[src/rtl/seg7_scan_driver.sv]
// Eight-digit common-anode seven-segment scanner: shows a latched 32-bit value as hex,
// advancing one digit per rising edge of the (asynchronous) scan clock.
module seg7_scan_driver #(
    parameter int BLANK_CYCLES = 2,    // dark clk cycles after each digit advance, 0..15
    parameter bit LZ_SUPPRESS  = 1'b0  // 1 = blank leading zero digits (digit 0 always shown)
) (
    input  logic        clk,
    input  logic        rst,
    input  logic        scan_clk,
    input  logic        load,
    input  logic [31:0] data_in,
    input  logic [7:0]  digit_mask_in,
    input  logic [7:0]  dp_in,
    output logic [7:0]  led_en,
    output logic [6:0]  led_seg,
    output logic        led_dp
);

    logic        s1_q, s2_q, s3_q;
    logic        adv;
    logic [2:0]  idx_q, idx_d;
    logic [31:0] data_q, data_d;
    logic [7:0]  mask_q, mask_d;
    logic [3:0]  blank_q, blank_d;
    logic [7:0]  led_en_q, led_en_d;
    logic [6:0]  led_seg_q, led_seg_d;
    logic        led_dp_q, led_dp_d;
    logic [3:0]  nibble;
    logic        lz_blank;
    logic        digit_off;

    function automatic logic [6:0] decode(input logic [3:0] n);
        logic [6:0] seg;
        case (n)
            4'h0: seg = 7'h40;
            4'h1: seg = 7'h79;
            4'h2: seg = 7'h24;
            4'h3: seg = 7'h30;
            4'h4: seg = 7'h19;
            4'h5: seg = 7'h12;
            4'h6: seg = 7'h02;
            4'h7: seg = 7'h78;
            4'h8: seg = 7'h00;
            4'h9: seg = 7'h10;
            4'hA: seg = 7'h08;
            4'hB: seg = 7'h03;
            4'hC: seg = 7'h46;
            4'hD: seg = 7'h21;
            4'hE: seg = 7'h06;
            default: seg = 7'h0E;
        endcase
        return seg;
    endfunction

    // Scan state: a held-high scan_clk gives a single adv because s3 tracks s2.
    always_comb begin
        adv     = s2_q & ~s3_q;
        idx_d   = idx_q;
        blank_d = blank_q;
        data_d  = data_q;
        mask_d  = mask_q;
        if (adv) begin
            idx_d   = idx_q + 3'd1;
            blank_d = 4'(BLANK_CYCLES);
        end else if (blank_q != 4'd0) begin
            blank_d = blank_q - 4'd1;
        end
        if (load) begin
            data_d = data_in;
            mask_d = digit_mask_in;
        end
    end

    always_comb begin
        nibble   = data_q[{idx_q, 2'b00} +: 4];
        lz_blank = 1'b1;
        for (int j = 0; j < 8; j++) begin
            if (3'(j) >= idx_q && data_q[4*j +: 4] != 4'd0) begin
                lz_blank = 1'b0;
            end
        end
        digit_off = (blank_q != 4'd0) || !mask_q[idx_q] ||
                    (LZ_SUPPRESS && idx_q != 3'd0 && lz_blank);
        if (digit_off) begin
            led_en_d  = 8'hFF;
            led_seg_d = 7'h7F;
            led_dp_d  = 1'b1;
        end else begin
            led_en_d  = ~(8'b1 << idx_q);
            led_seg_d = decode(nibble);
            led_dp_d  = ~dp_in[idx_q];
        end
    end

    always_ff @(posedge clk or posedge rst) begin
        if (rst) begin
            s1_q      <= 1'b0;
            s2_q      <= 1'b0;
            s3_q      <= 1'b0;
            idx_q     <= 3'd0;
            blank_q   <= 4'd0;
            data_q    <= 32'd0;
            mask_q    <= 8'h00;
            led_en_q  <= 8'hFF;
            led_seg_q <= 7'h7F;
            led_dp_q  <= 1'b1;
        end else begin
            s1_q      <= scan_clk;
            s2_q      <= s1_q;
            s3_q      <= s2_q;
            idx_q     <= idx_d;
            blank_q   <= blank_d;
            data_q    <= data_d;
            mask_q    <= mask_d;
            led_en_q  <= led_en_d;
            led_seg_q <= led_seg_d;
            led_dp_q  <= led_dp_d;
        end
    end

    assign led_en  = led_en_q;
    assign led_seg = led_seg_q;
    assign led_dp  = led_dp_q;

endmodule

[config.mk]
export PLATFORM = sky130hd
export DESIGN_NAME = seg7_scan_driver
export DESIGN_NICKNAME = d
export VERILOG_FILES = /design/src/rtl/seg7_scan_driver.sv
export SDC_FILE = /design/constraint.sdc
export NUM_CORES = 1
export LEC_CHECK = 0
export CORE_MARGIN = 10
export CORE_UTILIZATION = 35
export CTS_CLUSTER_SIZE = 14
export DETAILED_ROUTE_END_ITERATION = 10
export PLACE_DENSITY = 0.57
export SLEW_MARGIN = 20
export SYNTH_ARGS = -nofsm -noshare
export SYNTH_HDL_FRONTEND = slang
export SYNTH_SLANG_ARGS = --single-unit
export TNS_END_PERCENT = 50
[constraint.sdc]
create_clock -name clk -period 4.4 [get_ports clk]
set_input_delay 0.44 -clock clk [delete_from_list [all_inputs] [get_ports clk]]
set_output_delay 0.44 -clock clk [all_outputs]
set_load 0.01 [all_outputs]
Word level (Yosys, flattened, before mapping). Memories as Yosys holds them, arrays and structs flattened. Cells that the tools add are included.

Register bits after elaboration: 66. Latch bits: 0. Bits in writable memories: 0. ROM bits: 112. Input port bits: 52. Output and inout port bits: 16. Word-level logic and storage cells: 33. Memories kept: 1.

Memories: (name not given) (words 16, bits a word 7, read ports 1, clocked after Yosys merged registers in 0, wr ports 0, line 34) `case (n)`.

Add/sub/neg operators: 2. Multiply operators: 0. Div/mod/pow operators: 0. $lt $le $gt $ge: 1. Equal/unequal tests: 0. Shift-type cells: 2. Multiplexer cells: 9. Bitwise operators: 4. Reductions and logical operators: 4.

Operators by type and width (number): $shiftx 32x6->4 (1); $mux 4 (2); $mux 8 (1); $not 8->8 (1); $shl 1x3->8 const A (1); $mux 7 (1); $bmux 1 s3 (2); $lt 3x4->1 const B (1); $reduce_bool 4->1 (1); $sub 4x1->4 const B (1); $add 3x1->3 const B (1); $mux 1 (3); $not 1->1 (2); $reduce_bool 2->1 (1); $and 1x1->1 (1); $logic_not 1->1 (1); $logic_or 1x1->1 (1).

Longest topological paths before layout.
Depth after elaboration: 5. Gate-level depth with buffers: 11. Mapped depth without buffers: 9.

Worst setup path before layout. No wires, ideal clock.

Kind: flip-flop to flip-flop. Start: register idx_q[0]. End: register led_seg_q[3], in the netlist led_seg[3]. Library setup time: 0.094 ns. Arrival time: 2.184 ns. Required time: 4.306 ns. Slack: 2.122 ns. Stages on the path, launching flop included: 11. Buffers on the path: 2. Clock period less this slack: 2.278 ns. Cell sequence: dfrtp_1 buf_6 buf_6 mux4_2 mux2i_2 inv_1 ha_1 inv_1 nor3_1 a211oi_1 o21ai_1.

Longest elaborated chain between the ends: 5. Elaborated cells on any way between the ends: 7. Those cells by class: shift (1); mux (3); reduce/logical (2); memory (1).

RTL lines: from (decl) (line 21) `logic [2:0] idx_q, idx_d;`; from (signal assigned) (line 111) `idx_q <= idx_d;`; branches (longest 4 deep; another with $mem_v2 16x7); $mux 7 * (line 84) `if (digit_off) begin`; named net led_seg_d[3] (line 26) `logic [6:0] led_seg_q, led_seg_d;`; to (signal assigned) (line 116) `led_seg_q <= led_seg_d;`; to (decl) (line 26).

Mark *: on every way through the listed nets, which the timed path passes. The select of a mux whose other input is x is not followed. A chain may end at the register's enable or synchronous reset.

Worst setup path after layout.
Start: register idx_q[0]. End: register led_seg_q[5], in the netlist led_seg[5].

Same word-level chain as after synthesis.

==> results.md <==
* Share of layout cells above drive strength 1 at 0.302
* First-pass detailed-route iteration total at 4
* FP Rows at 34
* Skew final at about 0.012 ns
* Worst Path Arrival at 3.11 ns
* Synth cell count leaders: dfrtp_1, mux2_2, nand2_1, dfstp_2, ha_1
* Initial antenna violation count at 0
* Fmax at 346 MHz
* Pwr/cell area at about 550 nW/um2
* Die Area at 13000 um2
* Peak supply drop at 190 uV
* Post-route ant nets at 0
* Synth Instances at 228
* Primary FF master, synth: dfrtp_1
* Status: finished, final reports clean
* Post-DP Area at 3840 um2
* Crit. End Element: flip-flop
* Final Max Slew Viols at 0
* GP Congestion at 0.823
* Final-report setup violation count at 0
* Global-route total usage across every layer at 0.107
* Post-synth EDFFs at 0
* Post-CTS resize count at 0
* Netlist Area Pre-Place at 3100 um2
* Post-CTS Setup Inserts at 0
* Synth area leader: dfrtp_1
* First-pass GRT wire length at 11.0 mm
* Hold slack at 0.352 ns
* Final Cell Area at 4050 um2
* Hold Startpoint: s1_q
* Count of cell types in the netlist at 36
* Critical path class: flip-flop to flip-flop
* Pwr Total at 2.21 mW
* Req. time, crit path at ~4.6 ns
* Crit path max fanout at 18
* GRT Residual Overflow at 0
* Port Buffers at 67
* Worst R2R End: led_seg[5]
* CP Launch Type: flip-flop
* Root Buffer: clkbuf_8
* Die Ht at roughly 110 um
* Num CTS Buffers at 9
* Routed wire length at 6.42 mm
* Max-slew headroom at 0.358
* Synth area leaders: dfrtp_1, mux2_2, dfstp_2
* Ys async rst share at 1.00
* Clock latency on the worst-skew pair at around 0.34 ns
* Routed vias/inst at 4.81
* Avg Cell Area, Syn at approximately 14 um2
* TritonCTS clock tree: yes
* Final hold vios at 0
* Fraction of the cycle the final worst path needs at 0.658
* DR iter-0 viols at between 40 and 50
* Reg-to-reg slack, setup at between 1.5 and 2 ns
* Die width at 114 um
* Most common cell in the netlist: dfrtp_1
* Clk slew on worst S/H paths at 0.08 ns
* Maxcap violations at 0
* Area of the core at 8680 um2
* Hold depth at 0
* ANT cells at 0
* Leak at ~1.7 nW
* Crit path time final at 2.89 ns
* I/O pins at about 70
* Worst hold endpoint: s2_q
* Via Count at 1966
* Post-Syn Nets at 294
* Yosys top cell area share at 0.403
* FF+latch count, synth at 66
* R2r worst-path depth at 8
* Worst min path class: flip-flop to flip-flop
* Worst slew pin tran at 0.963 ns
* Area Growth Syn to Fin at 30.5%
* Final Non-Filler Cells at roughly 400
* RSZ-0062 raised after global routing: no
* Cell count after placement at around 390
* HPWL after DPL at 4.84 mm
* Clock Sinks at 66
* Fin nets at approximately 360
* # DRC at 0
* Vias in the first global route at 2222
* Starting Density at 0.358
* # hold bufs at CTS at 0
* Clock buffer depth at 2
* Yosys warns at 0
* Final setup TNS at 0 ns
* Largest net degree at the start of global routing at 43
* Register area share after synthesis at 0.538
* H-tree Lvls at 3
* Per-cell routed wire length at approximately 16 um
* Worst flop-to-flop path startpoint: idx_q[0]
worst max-delay path by stage:
stage,from,end,slack (ns),depth (start not counted)
after floorplan,idx_q[0],led_seg[3],2.12,10
after global placement,idx_q[0],led_seg[3],1.48,8
after detailed placement,idx_q[0],led_seg[5],1.40,8
after CTS,idx_q[0],led_seg[5],1.40,8
after global routing,idx_q[0],led_seg[3],1.14,8
final,idx_q[0],led_seg[5],1.51,8
sequential cells by signal (all words and copies together) (netlist names):
register	flops
idx_q	3
led_en	8
led_dp	1
s2_q	1
led_seg	7
mask_q	8
s3_q	1
data_q	32
s1_q	1
blank_q	4
per-layer routing:
metal | vias up | routed length (um) | track usage | share of wire
li1 | 939 | - | - | -
met1 | 974 | 2810 | 0.133 | 0.44
met2 | 44 | 3150 | 0.166 | 0.49
met3 | 9 | 357 | 0.0341 | 0.056
met4 | 0 | 102 | 0.0476 | 0.016
met5 | - | 0 | 0 | 0
cells by family after synthesis:
group                      after synthesis  share of synthesized area
DFF                                     66                      0.538
buffers and inverters                   22                     0.0351
xor gates and xnor gates                 4                     0.0113
adders and majority gates               14                     0.0564
AOI/OAI and AO/OA                       20                     0.0435
muxes                                   59                      0.251
and+or+nand+nor                         43                     0.0645
stage by stage:
step,utilization,setup WS [ns]
final,0.467,1.51
after global placement,0.443,1.48
after CTS,0.467,1.40
after floorplan,-,2.12
after detailed placement,0.443,1.40
after global routing,0.467,1.14
report_power, final:
group	total, mW	switching, mW	leakage (nW)	internal, mW
Clock	0.520	0.228	0.0986	0.292
Sequential	0.838	0.124	0.756	0.714
Combinational	0.853	0.421	0.830	0.433
Total	2.21	0.773	1.68	1.44
final cells by class:
class / instances / area, um2
clock buffers: 12 / 155
inverters: 11 / 41.3
clock inverters: 4 / 50.0
multi-input cells: 140 / 1320
well taps: 108 / 135
repair buffers: 68 / 673
flip-flops and latches: 66 / 1670
fillers: 830 / 4630
cells in the final DEF (no fill, tap or decap), drive strengths merged, types with 2 or more instances in the layout:
master,n
mux4,10
buf,2
nor3,4
and2,2
nor2,5
mux2,44
clkdlybuf4s50,66
mux2i,5
a21oi,4
clkinvlp,2
dfstp,16
dfrtp,50
o21ai,5
and3,3
nand2,23
a211oi,2
o221ai,3
xnor2,4
ha,14
inv,11
o31ai,2
nand2b,2
clkbuf,12
critical path, cell delays in order (launching register included):
cell	delay, ns
dfrtp_1	0.98
mux4_2	0.61
mux2i_2	0.39
inv_1	0.14
ha_1	0.20
inv_1	0.12
nor2_4	0.06
a21oi_1	0.14
o221ai_1	0.13
(Power assumes the default switching activity.)
